<file path="src/rtl/flash_boot_pkg.sv">
`default_nettype none
// ==== flash_boot_pkg : state encodings and SPI flash opcodes for the boot loader ====
// ==== rev 1.0 ====
package flash_boot_pkg;

  localparam logic [7:0] OP_RELEASE_PD = 8'hAB;
  localparam logic [7:0] OP_READ       = 8'h03;
  localparam logic [7:0] OP_DUMMY      = 8'h00;

  typedef enum logic [3:0] {
    ST_WAKE_TX   = 4'd0,
    ST_WAKE_CS   = 4'd1,
    ST_WAKE_WAIT = 4'd2,
    ST_CMD       = 4'd3,
    ST_A2        = 4'd4,
    ST_A1        = 4'd5,
    ST_A0        = 4'd6,
    ST_DATA      = 4'd7,
    ST_FINISH    = 4'd8,
    ST_ERROR     = 4'd9,
    ST_DONE      = 4'd10
  } boot_state_t;

  typedef enum logic [1:0] {
    XF_IDLE  = 2'd0,
    XF_GUARD = 2'd1,
    XF_WAIT  = 2'd2
  } xfer_phase_t;

endpackage
`default_nettype wire

</file>
<file path="src/rtl/flash_boot_loader_xfer.sv">
`default_nettype none
// ==== flash_byte_xfer : one SPI byte issue/guard/wait handshake with timeout ====
// ==== rev 1.0 ====
module flash_byte_xfer #(
  parameter int TIMEOUT_CYCLES = 65535
) (
  input  logic       input_clk,
  input  logic       reset,
  input  logic       start,
  input  logic [7:0] tx_byte,
  input  logic       spi_ready,
  input  logic [7:0] spi_do,
  output logic       spi_we,
  output logic [7:0] spi_di,
  output logic       done,
  output logic       timeout,
  output logic [7:0] rx_byte
);
  import flash_boot_pkg::*;

  localparam int CNT_W = $clog2(TIMEOUT_CYCLES + 1);

  xfer_phase_t      phase, phase_next;
  logic [CNT_W-1:0] wait_cnt;
  logic             tmo_hit;

  // wait_cnt equals the number of cycles elapsed since the strobe cycle
  assign tmo_hit = (wait_cnt == CNT_W'(TIMEOUT_CYCLES));
  assign spi_di  = spi_we ? tx_byte : 8'h00;
  assign rx_byte = spi_do;

  always_ff @(posedge input_clk or posedge reset) begin
    if (reset) begin
      phase    <= XF_IDLE;
      wait_cnt <= '0;
    end else begin
      phase <= phase_next;
      if (spi_we)
        wait_cnt <= CNT_W'(1);
      else if (phase != XF_IDLE)
        wait_cnt <= wait_cnt + 1'b1;
    end
  end

  always_comb begin
    phase_next = phase;
    spi_we     = 1'b0;
    done       = 1'b0;
    timeout    = 1'b0;
    case (phase)
      XF_IDLE: begin
        if (start && spi_ready) begin
          spi_we     = 1'b1;
          phase_next = XF_GUARD;
        end
      end
      // core may still report ready in the cycle after the strobe
      XF_GUARD: phase_next = XF_WAIT;
      XF_WAIT: begin
        if (spi_ready) begin
          done       = 1'b1;
          phase_next = XF_IDLE;
        end else if (tmo_hit) begin
          timeout    = 1'b1;
          phase_next = XF_IDLE;
        end
      end
      default: phase_next = XF_IDLE;
    endcase
  end

endmodule
`default_nettype wire

</file>
<file path="src/rtl/flash_boot_loader.sv">
`default_nettype none
// ==== flash_boot_loader : wakes SPI flash, copies the boot image to block RAM, then hands SPI to the CPU ====
// ==== rev 1.0 ====
module flash_boot_loader #(
  parameter logic [23:0] FLASH_ADDR     = 24'h100000,
  parameter int          LOAD_WORDS     = 4096,
  parameter int          WAKE_CYCLES    = 48,
  parameter int          TIMEOUT_CYCLES = 65535
) (
  input  logic        input_clk,
  input  logic        reset,
  input  logic        cpu_spi_we,
  input  logic [7:0]  cpu_spi_di,
  input  logic        cpu_spi_ss_reset,
  output logic [7:0]  cpu_spi_do,
  output logic        cpu_spi_ready,
  output logic        spi_we,
  output logic [7:0]  spi_di,
  output logic        spi_ss_reset,
  input  logic [7:0]  spi_do,
  input  logic        spi_ready,
  output logic [3:0]  mem_we,
  output logic [11:0] mem_addr,
  output logic [31:0] mem_wdata,
  output logic        cpu_hold,
  output logic        boot_done,
  output logic        boot_error
);
  import flash_boot_pkg::*;

  localparam int          WAKE_W    = $clog2(WAKE_CYCLES + 1);
  localparam logic [11:0] LAST_WORD = 12'(LOAD_WORDS - 1);

  boot_state_t       state, state_next;
  logic [WAKE_W-1:0] wake_cnt;
  logic [1:0]        byte_idx;
  logic [11:0]       word_idx;
  logic [23:0]       word_buf;
  logic              mem_we_r;
  logic [11:0]       mem_addr_r;
  logic [31:0]       mem_wdata_r;
  logic              error_r;
  logic              pass_en;
  logic              sends_byte;
  logic              xf_start;
  logic [7:0]        xf_tx;
  logic              xf_we;
  logic [7:0]        xf_di;
  logic              xf_done;
  logic              xf_timeout;
  logic [7:0]        xf_rx;

  // keeps the strobe quiet while reset is held even though the core reports ready
  assign xf_start = sends_byte && !reset;

  flash_byte_xfer #(
    .TIMEOUT_CYCLES(TIMEOUT_CYCLES)
  ) u_xfer (
    .input_clk (input_clk),
    .reset     (reset),
    .start     (xf_start),
    .tx_byte   (xf_tx),
    .spi_ready (spi_ready),
    .spi_do    (spi_do),
    .spi_we    (xf_we),
    .spi_di    (xf_di),
    .done      (xf_done),
    .timeout   (xf_timeout),
    .rx_byte   (xf_rx)
  );

  always_comb begin
    state_next = state;
    sends_byte = 1'b0;
    xf_tx      = OP_DUMMY;
    case (state)
      ST_WAKE_TX: begin
        sends_byte = 1'b1;
        xf_tx      = OP_RELEASE_PD;
        if (xf_done) state_next = ST_WAKE_CS;
      end
      ST_WAKE_CS:   state_next = ST_WAKE_WAIT;
      ST_WAKE_WAIT: if (wake_cnt == WAKE_W'(WAKE_CYCLES - 1)) state_next = ST_CMD;
      ST_CMD: begin
        sends_byte = 1'b1;
        xf_tx      = OP_READ;
        if (xf_done) state_next = ST_A2;
      end
      ST_A2: begin
        sends_byte = 1'b1;
        xf_tx      = FLASH_ADDR[23:16];
        if (xf_done) state_next = ST_A1;
      end
      ST_A1: begin
        sends_byte = 1'b1;
        xf_tx      = FLASH_ADDR[15:8];
        if (xf_done) state_next = ST_A0;
      end
      ST_A0: begin
        sends_byte = 1'b1;
        xf_tx      = FLASH_ADDR[7:0];
        if (xf_done) state_next = ST_DATA;
      end
      ST_DATA: begin
        sends_byte = 1'b1;
        xf_tx      = OP_DUMMY;
        if (xf_done && byte_idx == 2'd3 && word_idx == LAST_WORD) state_next = ST_FINISH;
      end
      ST_FINISH: state_next = ST_DONE;
      ST_ERROR:  state_next = ST_FINISH;
      ST_DONE:   state_next = ST_DONE;
      default:   state_next = ST_WAKE_TX;
    endcase
    if (sends_byte && xf_timeout) state_next = ST_ERROR;
  end

  always_ff @(posedge input_clk or posedge reset) begin
    if (reset) begin
      state       <= ST_WAKE_TX;
      wake_cnt    <= '0;
      byte_idx    <= 2'd0;
      word_idx    <= 12'd0;
      word_buf    <= 24'd0;
      mem_we_r    <= 1'b0;
      mem_addr_r  <= 12'd0;
      mem_wdata_r <= 32'd0;
      error_r     <= 1'b0;
      pass_en     <= 1'b0;
    end else begin
      state    <= state_next;
      mem_we_r <= 1'b0;
      // pass-through opens one cycle after DONE entry so an in-flight CPU strobe is dropped
      pass_en  <= (state == ST_DONE);
      if (state == ST_WAKE_WAIT) wake_cnt <= wake_cnt + 1'b1;
      else                       wake_cnt <= '0;
      if (state == ST_ERROR) error_r <= 1'b1;
      if (state == ST_DATA && xf_done) begin
        byte_idx <= byte_idx + 2'd1;
        case (byte_idx)
          2'd0: word_buf[7:0]   <= xf_rx;
          2'd1: word_buf[15:8]  <= xf_rx;
          2'd2: word_buf[23:16] <= xf_rx;
          default: begin
            mem_we_r    <= 1'b1;
            mem_addr_r  <= word_idx;
            mem_wdata_r <= {xf_rx, word_buf};
            if (word_idx != LAST_WORD) word_idx <= word_idx + 12'd1;
          end
        endcase
      end
    end
  end

  assign spi_we        = pass_en ? cpu_spi_we : xf_we;
  assign spi_di        = pass_en ? cpu_spi_di : xf_di;
  assign spi_ss_reset  = pass_en ? cpu_spi_ss_reset
                                 : (reset || state == ST_WAKE_CS || state == ST_FINISH);
  assign cpu_spi_do    = pass_en ? spi_do : 8'h00;
  assign cpu_spi_ready = pass_en && spi_ready;
  assign mem_we        = {4{mem_we_r}};
  assign mem_addr      = mem_addr_r;
  assign mem_wdata     = mem_wdata_r;
  assign cpu_hold      = (state != ST_DONE);
  assign boot_done     = (state == ST_DONE);
  assign boot_error    = error_r;

endmodule
`default_nettype wire

</file>
<file path="config.mk">
export PLATFORM = sky130hd
export DESIGN_NAME = flash_boot_loader
export DESIGN_NICKNAME = d
export VERILOG_FILES = /design/src/rtl/flash_boot_pkg.sv /design/src/rtl/flash_boot_loader_xfer.sv /design/src/rtl/flash_boot_loader.sv
export SDC_FILE = /design/constraint.sdc
export NUM_CORES = 1
export LEC_CHECK = 0
export CORE_UTILIZATION = 63
export DETAILED_ROUTE_END_ITERATION = 7
export DONT_BUFFER_PORTS = 1
export PLACE_DENSITY = 0.77
export SYNTH_ARGS = -nofsm -noshare
export SYNTH_HDL_FRONTEND = slang
export SYNTH_SLANG_ARGS = --single-unit
</file>
<file path="constraint.sdc">
create_clock -name input_clk -period 4.9 [get_ports input_clk]
set_input_delay 0.98 -clock input_clk [delete_from_list [all_inputs] [get_ports input_clk]]
set_output_delay 0.98 -clock input_clk [all_outputs]
set_load 0.005 [all_outputs]
</file>
# Word level (Yosys, flattened, before mapping)
# Index checks and enable logic that the tools add are counted.
# totals
out_inout_bits	70
ramBits	0
reg_bits	113
word_cells	105
romBits	0
memories	0
latchBits	0
in_bits	21
# op_classes
n_lt_le_gt_ge	0
shift	0
div_mod_pow	0
n_eq_ne	29
n_reduce_logical	25
mux	32
bitwise	1
n_addsub	4
n_mul	0
# ops
operator	count
$pmux W4 S10	1
$mux W16	2
$mux W4	8
$mux W8	3
$pmux W8 S3	1
$ne A3 B3 Y1 const B	7
$add A16 B1 Y16 const B	1
$eq A16 B16 Y1 const B	1
$eq A4 B3 Y1 const B	4
$add A12 B1 Y12 const B	1
$eq A12 B12 Y1 const B	1
$eq A4 B4 Y1 const B	3
$mux W1	12
$ne A12 B12 Y1 const B	1
$reduce_and A2 Y1	5
$eq A4 B2 Y1 const B	2
$logic_and A1 B1 Y1	7
$reduce_and A7 Y1	1
$add A6 B1 Y6 const B	1
$eq A2 B2 Y1 const B	3
$eq A6 B6 Y1 const B	1
$mux W2	3
$mux W6	1
$pmux W2 S3	1
other kinds (16)	20

# Logic depth before layout (Yosys ltp)
# Gate-level depths: netlist of the first run.
# logic_depth
word_depth	9
mapped_depth	7

# By module
# From an unflattened synthesis of the first run, not the netlist that was laid out.
# unflattened
hier_cells	513
hier_area_um2	5286.3
# by_module_without_submodules
mod	area_each_um2	cells_per_inst	instances
flash_boot_loader	4284.1	408	1
flash_byte_xfer	1002.2	105	1

# Least setup slack after synthesis of the first run
# No wires, ideal clock.
# synth_timing
kind	in2out
from	in reset
to	out spi_di[3]
slack_ns	2.100
n_path_buf	0
path_stages	4
arrival_time_ns	1.820
path_cell_list	nor3b_1 > o211ai_1 > or3_1 > nand2_1
# synth_via
elab_chain_len	7
# synth_lines
element	line_no	text
from (decl)	flash_boot_loader.sv:11	input logic reset,
$logic_not A1 Y1 (no line)	-	
$logic_and A1 B1 Y1	flash_boot_loader.sv:54	assign xf_start = sends_byte && !reset;
$logic_and A1 B1 Y1	flash_boot_loader_xfer.sv:52	if (start && spi_ready) begin
$mux W1	flash_boot_loader_xfer.sv:52	
$mux W1	flash_boot_loader_xfer.sv:50	case (phase)
$mux W8	flash_boot_loader_xfer.sv:29	assign spi_di = spi_we ? tx_byte : 8'h00;
$mux W8	flash_boot_loader.sv:155	assign spi_di = pass_en ? cpu_spi_di : xf_di;
to (decl)	flash_boot_loader.sv:18	output logic [7:0] spi_di,
# No other way between the ends.

# Worst setup path after layout of the first run
# layout_timing
from	in u_xfer.phase[1]
to	out spi_di[5]
# layout_via
elab_chain_len	4
# layout_lines
element	line_no	text
from (decl)	flash_boot_loader_xfer.sv:23	xfer_phase_t phase, phase_next;
$logic_not A2 Y1	flash_boot_loader_xfer.sv:50	
$mux W1	flash_boot_loader_xfer.sv:50	
$mux W8	flash_boot_loader_xfer.sv:29	
$mux W8	flash_boot_loader.sv:155	
# No other way between the ends.

==> metrics.csv, run 1 <==
stage;metric;value;unit
run_status;status;finished, final reports clean;
sta;RSZ-0062 raised after global routing;no;
logic_synthesis;largest family of logic cells by synthesized area;simple AND/OR/NAND/NOR gates;
cts;Clk Latency, worst-skew pair;0.51;ns
min_path;Worst Hold Class;reg -> reg;
drt;Via-to-Cell Ratio;5.88;
logic_synthesis;number of synthesized flops with an enable pin;0;
cts;Clock Sinks;113;
cts;clock slew at reported path FFs;0.06;ns
drt;Post-DRT Antenna Nets;0;
placement;dpl cells;580;
min_path;Min-Delay Endpoint;mem_wdata[19];
floorplan;Initial Utilization;0.654;
power_and_ir_drop;LEAKAGE;2.77;nW
critical_path;CP bufs+invs;0;
global_routing;first-pass GRT wire length;17100;um
logic_synthesis;Unique masters post-synth;49;
critical_path;CP Class;reg -> out;
global_routing;GRT Util Overall;0.265;
layout;Final Util;0.724;
power_and_ir_drop;maximum VDD drop;0.000326;V
floorplan;Site Rows;32;
cts;depth of the CTS H-tree;4;
layout;nets;525;
floorplan;die width;91.6;um
critical_path;Slowest cell on crit path;or3_1;
logic_synthesis;Synth async-reset ratio;1.00;
floorplan;Die ar.;8380;sq um
power_and_ir_drop;Reg power frac;0.489;
critical_path;critical path endpoint category;output pin;
cts;CTS tree;built;
power_and_ir_drop;sw frac;0.289;
sta;worst setup margin;1.41;ns
logic_synthesis;Synth top area share;0.560;
layout;number of fillers in the final layout;555;
sta;final critical-path required period;3.49;ns
logic_synthesis;Synth Warn #;0;
global_routing;initial antenna violation count;0;
floorplan;core region area;7730;sq um
job;Max Cap Violations;0;
placement;GPL Wtd Cong;0.842;
logic_synthesis;Post-Syn Area per Cell;10.1;sq um
placement;placed cell area;5070;sq um
critical_path;worst r2r src;state[2];
min_path;hold path depth;2;
sta;fin crit share;0.713;
power_and_ir_drop;Power Internal;1.95;mW
drt;Initial DRC Count;178;
logic_synthesis;top_reg_cell synth;dfrtp_1;
cts;CTS max path bufs;2;
floorplan;IO Count;91;
power_and_ir_drop;Cell Pwr Density;490;nW/um^2
power_and_ir_drop;clock share of power;0.389;
sta;Final setup viols;0;
cts;postcts setup bufs;0;
logic_synthesis;Synth area leader;dfrtp_1;
power_and_ir_drop;Total Power;2.74;mW
sta;setup TNS;0;ns
layout;antenna cells;0;
sta;Final Hold Vio Count;0;
layout;Finished Layout Cells;612;
layout;Final Instance Area;5600;sq um
logic_synthesis;synth top area cells;dfrtp_1 56%, nand2_1 12%, mux2_2 5.8%;
sta;Least-Margin Pin Slew;1.07;ns
logic_synthesis;Synth Area in Adders;0.0173;
critical_path;worst r2r dst;word_idx[5];
logic_synthesis;xor/xnor cell area share of the yosys netlist;0.0329;
floorplan;Die H;91.6;um
critical_path;max incr delay on CP;0.54;ns
sta;Slew headroom;0.285;
global_routing;largest net degree at the start of global routing;77;
layout;layout cells sized above 1;0.141;
layout;Reg area;2830;sq um
logic_synthesis;Synth Area in Simple Gates;0.236;
logic_synthesis;mux share of post-synthesis cell area;0.0659;
logic_synthesis;Compound-Gate Fraction of Synth Area;0.0572;
critical_path;CP Launch Type;register;
critical_path;Max Fanout on Critical Path;13;
critical_path;WP data required;3.92;ns
critical_path;R2R depth;4;
cts;Num CTS Buffers;17;
sta;hold_ws;0.469;ns
sta;final slew viol count;0;
logic_synthesis;Seq cells post-synth;113;
layout;commonest non-fill, non-tap cell in the layout;nand2_1;
global_routing;vias in the first global route;3518;
min_path;Hold Path Origin;word_buf[19];
global_routing;total grt overflow;0;
placement;post-detail-place hpwl;6780;um
logic_synthesis;Syn Nets;528;
sta;FMAX;0.286;GHz
layout;area occupied by multi-input gates;2070;sq um
critical_path;CP top delay family;simple AND/OR/NAND/NOR gates;
logic_synthesis;post-synthesis sequential area ratio;0.560;
logic_synthesis;area of the mapped netlist;5050;sq um
critical_path;Arr. time, crit path;2.51;ns
drt;Via Count;3597;
drt;DRC Markers;0;
cts;Root Buffer;clkbuf_8;
placement;Place WS;1.68;ns
logic_synthesis;Gate Count Post-Synth;500;
drt;TritonRoute pass-1 iters;5;
cts;Resized Gates After CTS;0;
critical_path;crit path cell chain;nor2_1 -> o211ai_1 -> or3_1 -> nand2_1;
layout;most frequent cells in the layout;156 x nand2_1, 113 x dfrtp_1, 26 x mux2_2;
drt;drt wl/cell;16.8;um
drt;WL final;10300;um
critical_path;reg2reg setup slack;2.26;ns
layout;Synth-to-Final Area Change;10.8;%
cts;Hold Buf Count CTS;0;
placement;IO buf count;0;
power_and_ir_drop;logic gate share of total power;0.122;
power_and_ir_drop;NetSw;0.792;mW
sta;post-route clock skew;0.00805;ns
## layout make-up
cell class                 instances  area share
tap                              102      0.0228
inverter                           9     0.00648
sequential                       113       0.505
clock inverter                    15      0.0197
multi-input combinational        354       0.369
clock buffer                      17      0.0740
timing repair buffer               2     0.00268
## Yosys cell counts (3+ instances only)
library cell and number:
xnor2_1 7, nor3_1 4, nand4_1 7, clkbuf_1 5, buf_1 4, a21oi_1 5, buf_2 9, xor2_1 12
a21o_1 3, buf_4 6, and4_1 3, nor3b_1 3, and2_1 11, nor2_1 19, o31ai_1 5, nand3_1 19
dfrtp_1 113, inv_1 9, nand2_1 156, ha_1 7, mux2i_1 4, nand3b_1 4, o21ai_0 13, o211ai_1 7
nor4_1 4, mux2_2 26, and3_1 6
## worst min-delay path, cell delays in order, from the launching register on
cell     delay (ns)
dfrtp_1        0.34
nand2_1        0.05
nand2_1        0.05
## per-layer routing
layer  part of all wire  wire length [um]  track usage  vias to the layer above
met4              0.016               161       0.0926                        0
met1               0.43              4380        0.334                     1780
li1                   -                 -            -                     1682
met2               0.50              5180        0.437                      118
met5                  0                 0            0                        -
met3              0.056               574       0.0787                       17
## flip-flops by register name (all words and copies together), names as in the netlist
signal	cells
mem_wdata	32
word_buf	24
u_xfer.wait_cnt	16
mem_addr	12
word_idx	12
wake_cnt	6
state	4
byte_idx	2
u_xfer.phase	2
boot_error	1
mem_we_r	1
pass_en	1
## worst max-delay path by stage
| stage | start | slack [ns] | endpoint | depth (start not counted) |
|---|---|---|---|---|
| finish | u_xfer.phase[1] | 1.41 | spi_di[5] | 4 |
| global route | u_xfer.phase[1] | 1.22 | spi_di[5] | 4 |
| CTS | u_xfer.phase[1] | 1.41 | spi_di[7] | 4 |
| detailed placement | reset | 1.68 | spi_di[7] | 4 |
| global placement | reset | 1.73 | spi_di[5] | 4 |
| floorplan | reset | 0.93 | boot_error | 1 |
## power by group through the flow
stage	Clock, mW	Combinational, mW	Sequential [mW]
2_1_floorplan	0	0.286	1.30
3_3_place_gp	0	0.316	1.34
3_5_place_dp	0	0.339	1.35
4_1_cts	1.08	0.343	1.34
5_1_grt	1.13	0.387	1.37
6_report	1.07	0.336	1.34
## logic make-up (layout without fill, tap and decap cells)
group	Yosys count	in the layout
AND/OR/NAND/NOR	254	254
multiplexers	30	30
adder cells (fa/ha/maj)	7	7
buffers and inverters	33	43
AO/OA/AOI/OAI	44	44
flip-flops	113	113
XOR/XNOR	19	19
Power figures use the tool's default switching activity.
==> run 2, diff against run 1 <==
--- a/config.mk
+++ b/config.mk
@@ -5,10 +5,10 @@
 export SDC_FILE = /design/constraint.sdc
 export NUM_CORES = 1
 export LEC_CHECK = 0
-export CORE_UTILIZATION = 63
+export CORE_UTILIZATION = 57
 export DETAILED_ROUTE_END_ITERATION = 7
 export DONT_BUFFER_PORTS = 1
-export PLACE_DENSITY = 0.77
+export PLACE_DENSITY = 0.73
 export SYNTH_ARGS = -nofsm -noshare
 export SYNTH_HDL_FRONTEND = slang
 export SYNTH_SLANG_ARGS = --single-unit
==> constraint.sdc (replaced) <==
create_clock -name input_clk -period 3.2 [get_ports input_clk]
set_input_delay 0.64 -clock input_clk [delete_from_list [all_inputs] [get_ports input_clk]]
set_output_delay 0.64 -clock input_clk [all_outputs]
set_load 0.005 [all_outputs]
==> run 2 against run 1 <==
Compared with the run above: final area is 1.9% higher; register-to-register slack worse by 1.2 ns; total power rose by 61%; sequential share of layout area decreased by 0.94 points; non-clock buffer count is 3 higher; utilization down 4.4 points; global-route usage down 3.1 points; sequential cell count did not move; die area increased by 10%; clock power rose by 73%; highest routed layer unchanged.
==> metrics.csv, run 2 (synthesized netlist as in run 1, its figures left out) <==
stage;metric;value;unit
layout;nets;528;
sta;final critical-path required period;2.92;ns
layout;layout cells sized above 1;0.146;
drt;Via Count;3518;
cts;Hold Buf Count CTS;0;
sta;Final Hold Vio Count;0;
floorplan;Die ar.;9240;sq um
floorplan;Initial Utilization;0.603;
cts;Root Buffer;clkbuf_8;
placement;post-detail-place hpwl;6240;um
cts;CTS max path bufs;2;
placement;IO buf count;0;
cts;Resized Gates After CTS;0;
layout;number of flip-flops in the largest register;32;
cts;Num CTS Buffers;17;
floorplan;Die H;96.1;um
sta;hold_ws;0.160;ns
global_routing;first-pass GRT wire length;16000;um
critical_path;Max Fanout on Critical Path;8;
global_routing;GRT Util Overall;0.234;
cts;clock slew at reported path FFs;0.06;ns
cts;Clock Sinks;113;
layout;number of fillers in the final layout;629;
sta;Final setup viols;0;
cts;postcts setup bufs;0;
drt;Initial DRC Count;178;
cts;CTS tree;built;
layout;antenna cells;0;
sta;Slew headroom;0.569;
layout;Synth-to-Final Area Change;12.9;%
critical_path;CP Launch Type;register;
layout;Final Instance Area;5700;sq um
sta;Least-Margin Pin Slew;0.647;ns
min_path;Worst Hold Class;in -> async;
drt;TritonRoute pass-1 iters;5;
drt;Via-to-Cell Ratio;5.69;
placement;GPL Wtd Cong;0.807;
floorplan;IO Count;91;
sta;worst setup margin;0.280;ns
floorplan;Site Rows;33;
global_routing;largest net degree at the start of global routing;114;
drt;Post-DRT Antenna Nets;0;
critical_path;Arr. time, crit path;2.28;ns
sta;FMAX;0.342;GHz
run_status;status;finished, final reports clean;
critical_path;CP Class;reg -> out;
power_and_ir_drop;maximum VDD drop;0.000421;V
global_routing;vias in the first global route;3351;
floorplan;core region area;8380;sq um
power_and_ir_drop;Cell Pwr Density;775;nW/um^2
drt;DRC Markers;0;
drt;drt wl/cell;15.9;um
cts;depth of the CTS H-tree;4;
placement;Place WS;0.634;ns
sta;setup TNS;0;ns
layout;most frequent cells in the layout;156 x nand2_1, 113 x dfrtp_1, 26 x mux2_2;
sta;final slew viol count;0;
sta;RSZ-0062 raised after global routing;no;
cts;Clk Latency, worst-skew pair;0.51;ns
power_and_ir_drop;LEAKAGE;2.81;nW
critical_path;critical path endpoint category;output pin;
sta;fin crit share;0.913;
global_routing;total grt overflow;0;
layout;commonest non-fill, non-tap cell in the layout;nand2_1;
critical_path;WP data required;2.56;ns
sta;post-route clock skew;0.0124;ns
placement;placed cell area;5100;sq um
floorplan;die width;96.1;um
drt;WL final;9800;um
job;Max Cap Violations;0;
global_routing;initial antenna violation count;0;
run 2: cell count changes in the layout (fill, tap and decap cells not counted), sizes merged:
| cell | previous run | this run |
|---|---|---|
| clkinvlp | 5 | 4 |
| clkinv | 5 | 3 |
| buf | 2 | 5 |
| bufinv | 0 | 2 |
| inv | 14 | 13 |
| clkbuf | 17 | 19 |
run 2: worst paths after layout:
check	from	endpoint	slack [ns]	cells past startpoint
worst max-delay path	u_xfer.phase[1]	spi_di[3]	0.28	4
worst min-delay path	reset	state[2]	0.16	2
worst max register to register	state[2]	word_idx[5]	1.06	4
worst min register to register	word_buf[14]	mem_wdata[14]	0.46	2
max in group asynchronous	reset	word_buf[7]	2.58	2
min in group input_clk	spi_do[1]	mem_wdata[25]	0.25	2
run 2: power breakdown:
group | internal (mW) | switching, mW | total, mW
registers | 1.79 | 0.267 | 2.05
clock network | 1.16 | 0.687 | 1.85
logic | 0.254 | 0.265 | 0.518
run 2: cell type report:
type                    instances  area [sq um]  area share
clock buffers                  19           442      0.0774
clock inverters                13           149      0.0261
inverters                       9          37.5     0.00658
multi-input cells             354          2070       0.362
flip-flops and latches        113          2830       0.496
well taps                     105           131      0.0230
repair buffers                  5          50.0     0.00877
run 2: through the flow:
stage,cells,total power [mW],util
after floorplan,500,2.43,-
after CTS,616,4.47,0.679
after global placement,584,2.54,0.608
after global routing,618,4.65,0.681
final,618,4.42,0.681
after detailed placement,584,2.59,0.608
run 2: metal layers:
layer	up-vias	wire, um	part of all wire	track usage
met5	-	0	0	0
met4	0	76	0.0078	0.0784
met3	7	509	0.052	0.0782
met2	105	4730	0.48	0.366
met1	1715	4480	0.46	0.307
li1	1691	-	-	-
run 2: critical path, cell delays in order (launching register included):
cell	delay [ns]
dfrtp_1	0.45
nor2_1	0.40
o211ai_1	0.35
or3_1	0.47
nand2_1	0.10
